File: config.mk
export PLATFORM = sky130hd
export DESIGN_NAME = flex_bypass_fifo
export DESIGN_NICKNAME = d
export VERILOG_FILES = /design/src/rtl/flex_bypass_fifo.sv
export SDC_FILE = /design/constraint.sdc
export NUM_CORES = 1
export LEC_CHECK = 0
export CAP_MARGIN = 20
export CORE_MARGIN = 2
export CORE_UTILIZATION = 50
export CTS_BUF_LIST = sky130_fd_sc_hd__clkbuf_8
export DETAILED_ROUTE_END_ITERATION = 7
export PLACE_DENSITY = 0.71
export SLEW_MARGIN = 20
export SYNTH_ARGS = -nofsm -noshare
export SYNTH_HDL_FRONTEND = slang
export SYNTH_SLANG_ARGS = --single-unit
File: constraint.sdc
create_clock -name clk -period 3.2 [get_ports clk]
set_input_delay 0.96 -clock clk [delete_from_list [all_inputs] [get_ports clk]]
set_output_delay 0.96 -clock clk [all_outputs]
set_load 0.02 [all_outputs]
File: src/rtl/flex_bypass_fifo.sv
// Single-clock FIFO of any depth >= 2 with an optional same-cycle bypass,
// occupancy flags and sticky overflow/underflow errors.
module flex_bypass_fifo #(
  parameter int WIDTH     = 8,
  parameter int DEPTH     = 8,
  parameter int BYPASS    = 1,
  parameter int AF_THRESH = DEPTH - 1
) (
  input  logic                       clk,
  input  logic                       reset,
  input  logic                       push,
  input  logic [WIDTH-1:0]           data_in,
  input  logic                       pop,
  output logic [WIDTH-1:0]           data_out,
  output logic                       out_valid,
  output logic [$clog2(DEPTH+1)-1:0] cnt,
  output logic                       empty,
  output logic                       full,
  output logic                       almost_full,
  input  logic                       clear_err,
  output logic                       overflow,
  output logic                       underflow
);
  localparam int PW = (DEPTH > 1) ? $clog2(DEPTH) : 1;
  localparam int CW = $clog2(DEPTH + 1);

  logic [WIDTH-1:0] arr [DEPTH];
  logic [PW-1:0]    rd_ptr, wr_ptr;
  logic             bypass, byp_take;
  logic             pop_ok, push_ok;
  logic             store, take;
  logic             ovf_evt, udf_evt;

  // Wrap explicitly at DEPTH-1 so non-power-of-two depths never index past the array.
  function automatic logic [PW-1:0] ptr_inc(input logic [PW-1:0] p);
    return (p == PW'(DEPTH - 1)) ? '0 : p + PW'(1);
  endfunction

  assign empty       = (cnt == '0);
  assign full        = (cnt == CW'(DEPTH));
  assign almost_full = (cnt >= CW'(AF_THRESH));

  assign bypass    = (BYPASS != 0) && empty && push;
  assign out_valid = !reset && (!empty || bypass);
  assign data_out  = ((BYPASS != 0) && empty) ? data_in : arr[rd_ptr];

  assign pop_ok   = pop && out_valid;
  assign push_ok  = !reset && push && (!full || pop_ok);
  // A bypassed push+pop hands data_in straight through and leaves storage alone.
  assign byp_take = bypass && pop_ok;
  assign store    = push_ok && !byp_take;
  assign take     = pop_ok && !byp_take;

  assign ovf_evt = !reset && push && !push_ok;
  assign udf_evt = !reset && pop && !pop_ok;

  always_ff @(posedge clk) begin
    if (store) arr[wr_ptr] <= data_in;
  end

  always_ff @(posedge clk) begin
    if (reset) begin
      rd_ptr <= '0;
      wr_ptr <= '0;
      cnt    <= '0;
    end else begin
      if (store) wr_ptr <= ptr_inc(wr_ptr);
      if (take)  rd_ptr <= ptr_inc(rd_ptr);
      case ({store, take})
        2'b10:   cnt <= cnt + CW'(1);
        2'b01:   cnt <= cnt - CW'(1);
        default: cnt <= cnt;
      endcase
    end
  end

  // A fresh error in the same cycle as clear_err keeps its flag set.
  always_ff @(posedge clk) begin
    if (reset) begin
      overflow  <= 1'b0;
      underflow <= 1'b0;
    end else begin
      overflow  <= ovf_evt || (overflow  && !clear_err);
      underflow <= udf_evt || (underflow && !clear_err);
    end
  end
endmodule

==> flow_summary.yaml, run 1 <==
placed_design:
  globalplace.congestion: 0.740
  hpwl_microns: 4000
  dp.cells: 331
  io_buffers: 30
  placed_area_sq_um: 3900
floorplan:
  die-area_sq_um: 7290
  start_util: 0.519
  die_x_microns: 85.4
  rows: 29
  coreArea_sq_um: 6390
  ioPinCount: 31
  die_h_microns: 85.4
layout:
  areaGrowthSynthToFinish_pct: 24.8
  drive_above_1_share: 0.263
  stdcell_area_sq_um: 4140
  nets: 285
  stdcell_count: 347
  antenna-diode-count: 0
yosys:
  synth_mux_area_frac: 0.145
  synth-xor-area-share: 0.0106
  syn_area_per_cell_sq_um: 16.2
  synth_top_area_frac: 0.580
  synth_edf_count: 64
  synth_cells: 204
  ys_types: 37
  yosysSeqAreaShare: 0.671
  ys_ff_latch: 79
  synth-simple-area-share: 0.0857
  synthesis.nets: 224
  synth_top_family_by_area: "multiplexers"
  synth_compound_area_frac: 0.0389
  synthAdderAreaFrac: 0.0264
  yosysWarningCount: 0
  yosys.area.top_type: "edfxtp_1"
  syn_area_sq_um: 3310
  synth_area_leaders: "edfxtp_1 58%, mux4_2 11%, dfxtp_1 9.1%"
  synthFlopType: "edfxtp_1"
  synthArstFlopShare: 0
setup_path:
  cp_data_required_time_ns: 2.24
  r2r-end: "cnt[2]$_SDFFE_PP0P_"
  worstSetupPathType: "in2out"
  critPathMaxFanout: 9
  r2r_start: "cnt[3]$_SDFFE_PP0P_"
  crit_arrival_ns: 2.12
  r2r_cells: 11
  end_kind: "output port"
  r2r_slack_ns: 0.72
  startpoint_type: "input pin"
clocking:
  path_clk_slew_ns: 0.08
  cts.sinks: 79
  clock_latency_ns: 0.35
  ctsHoldBuffers: 0
  cts_tree: "done"
  clockBufferDepth: 2
  numCtsBuffers: 9
  cts_root_buf: "clkbuf_8"
  htreeDepth: 3
grt:
  grt_start_max_net_pins: 20
  grt_usage: 0.186
  grt_pass1_wl_microns: 9890
  antenna_found_initial: 0
  grt.overflow.total: 0
  grt_pass1_vias: 1901
min_path:
  min_from: "overflow$_SDFF_PP0_"
  hold_path_depth: 2
  hold-path-endpoint: "overflow$_SDFF_PP0_"
  hold_class: "reg2reg"
timing:
  fmax_ghz: 0.325
  hold_violations: 0
  finalSetupViolCount: 0
  slew_viol_final: 0
  rsz0062_at_grt: "false"
  slew_headroom: 0.704
  fin_skew_ns: 0.00843
  period_needed_ns: 3.08
  period_share: 0.962
  worstMarginPinSlew_ns: 0.443
power:
  ir_drop_mv: 0.320
  leakage_uw: 0.00149
  p_per_area_nw_per_um2: 572
drt:
  wirelength_microns: 6090
  avgViaCountPerCell: 5.45
  postRouteAntennaNets: 0
  drtIter0Drc: 137
  drc: 0
  first_pass_iters: 4
  vias: 1890
  wl_per_cell_microns: 17.5
outcome:
  status: "complete, no violations"
flow_run:
  cap_viol_max_count: 0
## worst max-delay path, stage by stage
cell             delay (ns)
clkdlybuf4s50_1        0.63
nand2_1                0.08
o21ai_0                0.09
dlygate4sd2_1          0.37
## layout make-up
type	instances	area (sq um)
clock inverters	7	114
fillers	465	2250
repair buffers	61	542
flip-flops and latches	79	2220
multi-input cells	112	1030
clock buffers	9	124
inverters	2	7.51
well taps	77	96.3
## where the power goes
part           total (uW)  internal (uW)  switching [uW]
registers            1150           1130            15.9
logic                 357            174             183
clock network         861            514             347
## layer usage
layer  GRT usage  part of all wire
met4      0.0779             0.019
met5           0                 0
met2       0.285              0.49
met3      0.0467             0.042
met1       0.256              0.45
## timing repair
action,in CTS,in global routing
setup buffers,0,0
endpoints found under the setup margin,7,2
gates resized for setup,7,2
## how the worst max path moves through the flow
stage                          start                   to  slack (ns)  depth (start not counted)
after CTS                 data_in[2]          data_out[2]        0.04                          4
after floorplan                  pop  cnt[2]$_SDFFE_PP0P_        0.29                         11
after global placement    data_in[4]          data_out[4]       -0.18                          4
final                     data_in[4]          data_out[4]        0.12                          4
after global routing      data_in[4]          data_out[4]        0.02                          4
after detailed placement  data_in[4]          data_out[4]       -0.17                          4
## logic make-up after synthesis
kind of cell,after synthesis
compound gates,22
xor+xnor,4
fa+ha+maj,7
buf+inv,13
flops,79
mux,28
simple gates,51
## sequential cells by signal (all words and copies together) (netlist names), named ones only
register and count:
rd_ptr 3, arr 64, overflow 1, wr_ptr 3, underflow 1, cnt 4
## synthesized netlist by cell type (3+ instances only)
library cell  count
dfxtp_1          15
buf_2             4
o21ai_0          10
or3_1             3
nor2_1           13
mux2i_1          11
nor2b_1           3
nor3_1            3
edfxtp_1         64
xor2_1            3
a21oi_1           9
ha_1              7
mux4_2           16
nand2_1          13
## metrics by stage
step | total power (uW) | setup TNS [ns] | hold WS [ns] | setup WS [ns] | utilization
after global routing | 2450 | 0 | 0.518 | 0.0191 | 0.648
after CTS | 2380 | 0 | 0.476 | 0.0370 | 0.647
after detailed placement | 1540 | -0.438 | 0.464 | -0.175 | 0.611
after global placement | 1540 | -0.366 | 0.455 | -0.179 | 0.611
after floorplan | 1380 | 0 | 0.450 | 0.288 | -
final | 2360 | 0 | 0.468 | 0.120 | 0.648
## cells in the final DEF, fill, tap and decap left out, types with 3 or more instances in the layout
cell             instances
clkdlybuf4s50_1         21
nand2_1                 13
ha_1                     7
o21ai_0                 10
buf_4                   30
xor2_1                   3
nor2b_1                  3
bufinv_16                3
nor3_1                   3
dlygate4sd2_1            7
mux4_2                  16
mux2i_1                 11
dfxtp_1                 15
clkbuf_8                 9
or3_1                    3
edfxtp_1                64
a21oi_1                  9
inv_1                    4
nor2_1                  13
(Power assumes the default switching activity.)
==> run 2, diff against run 1 <==
CAP_MARGIN = unset   (was 20)
PLACE_DENSITY = 0.79   (was 0.71)
==> run 2 against run 1 <==
  * Sequential power is essentially flat
  * First-iteration DRC count rose by 5.1%
  * Clock skew shrank 0.0025 ns
  * Global-route usage is 1.2 points higher
  * Combinational power barely moved
  * Via count increased by 1.5%
  * Total power down 3.0%
  * Sequential share of layout area is 0.41 points higher
  * Count of clock-buffer cells in the layout stayed put
  * Clock power is 8.4% lower
  * Cell count fell by 0.86%
  * Critical path type unchanged
  * Largest cell class unchanged
  * Highest routed layer unchanged
==> flow_summary.yaml, run 2 (synthesis gave the netlist of run 1 again) <==
outcome:
  status: "complete, no violations"
clocking:
  path_clk_slew_ns: 0.08
  numCtsBuffers: 9
  cts_tree: "done"
  ctsHoldBuffers: 0
  cts.sinks: 79
  clockBufferDepth: 2
  postCtsSetupBuffers: 0
  clock_latency_ns: 0.35
  htreeDepth: 3
  cts_root_buf: "clkbuf_8"
drt:
  drtIter0Drc: 144
  drc: 0
  first_pass_iters: 4
  avgViaCountPerCell: 5.58
  wl_per_cell_microns: 18.7
  wirelength_microns: 6420
  postRouteAntennaNets: 0
  vias: 1919
floorplan:
  start_util: 0.519
  die-area_sq_um: 7290
  rows: 29
  die_x_microns: 85.4
  ioPinCount: 31
  coreArea_sq_um: 6390
  die_h_microns: 85.4
grt:
  grt.overflow.total: 0
  grt_usage: 0.198
  grt_pass1_wl_microns: 10500
  grt_pass1_vias: 1987
  antenna_found_initial: 0
  grt_start_max_net_pins: 17
layout:
  stdcell_count: 344
  regArea_sq_um: 2220
  final_common_cell: "edfxtp_1"
  nets: 283
  drive_above_1_share: 0.258
  mostFrequentLayoutCells: "64 x edfxtp_1, 28 x buf_4, 21 x clkdlybuf4s50_1"
  fillerInstances: 456
  multiInputGateArea_sq_um: 1030
  largest_reg_flops: 64
  areaGrowthSynthToFinish_pct: 23.9
  regMostFlops: "arr"
  largest_registers: "arr: 64 flops, cnt: 4 flops"
  antenna-diode-count: 0
min_path:
  hold_class: "reg2reg"
timing:
  rsz0062_at_grt: "false"
  worstMarginPinSlew_ns: 0.608
  finalSetupViolCount: 0
  slew_viol_final: 0
  period_needed_ns: 3.07
  fmax_ghz: 0.325
  fin_skew_ns: 0.00597
  period_share: 0.960
  slew_headroom: 0.594
  hold_violations: 0
placed_design:
  io_buffers: 30
  dp.cells: 329
  hpwl_microns: 4220
  globalplace.congestion: 0.750
flow_run:
  cap_viol_max_count: 0
power:
  total_power_uw: 2290
  ir_drop_mv: 0.339
  p_per_area_nw_per_um2: 559
  leakage_uw: 0.00149
setup_path:
  end_kind: "output port"
  crit_arrival_ns: 2.11
  cp_data_required_time_ns: 2.24
  startpoint_type: "input pin"
  worstSetupPathType: "in2out"
  critPathMaxFanout: 9
run 2: worst paths after layout:
kind | startpoint | to | slack, ns | cells past startpoint
max reg2reg | cnt[0]$_SDFFE_PP0P_ | cnt[2]$_SDFFE_PP0P_ | 0.62 | 11
min | overflow$_SDFF_PP0_ | overflow$_SDFF_PP0_ | 0.47 | 2
min reg2reg | overflow$_SDFF_PP0_ | overflow$_SDFF_PP0_ | 0.47 | 2
max | data_in[0] | data_out[0] | 0.13 | 4
run 2: worst max-delay path, cell delays in order:
cell and delay, ns:
clkdlybuf4s50_1 0.61, nand2_1 0.09, o21ai_0 0.10, dlygate4sd2_1 0.36
run 2: power breakdown:
| part | internal (uW) | switching [uW] |
|---|---|---|
| logic | 178 | 176 |
| registers | 1130 | 20.9 |
| clock network | 435 | 354 |
| total | 1740 | 551 |
run 2: metal layers:
layer,up-vias,global-route usage,part of all wire
met5,-,0,0
met2,48,0.322,0.50
li1,901,-,-
met4,0,0.0996,0.025
met1,957,0.257,0.43
met3,13,0.0370,0.038
run 2: metrics by stage:
step | TNS [ns] | instance area (sq um) | hold WS (ns) | utilization | setup slack (ns)
after global placement | -0.323 | 3890 | 0.458 | 0.609 | -0.130
after floorplan | 0 | 3310 | 0.450 | - | 0.288
final | 0 | 4100 | 0.475 | 0.643 | 0.127
after global routing | 0 | 4100 | 0.492 | 0.643 | 0.0263
after detailed placement | -0.401 | 3890 | 0.472 | 0.609 | -0.170
after CTS | 0 | 4090 | 0.481 | 0.641 | 0.00992
run 2: timing repair:
action	4_1_cts	5_1_grt
cloned	0	0
gates resized for setup	4	5
setup endpoints to repair	4	5
run 2: layout make-up:
class                   instances  share of cell area
multi-input cells             112               0.251
well taps                      77              0.0235
flip-flops and latches         79               0.541
clock inverters                 6              0.0210
inverters                       2             0.00183
clock buffers                   9              0.0302
repair buffers                 59               0.131
==> run 3, diff against run 2 <==
GPL_ROUTABILITY_DRIVEN = 0   (was unset)
==> results of run 3 <==
Final layout, timing and power as in run 2 (identical DEF).
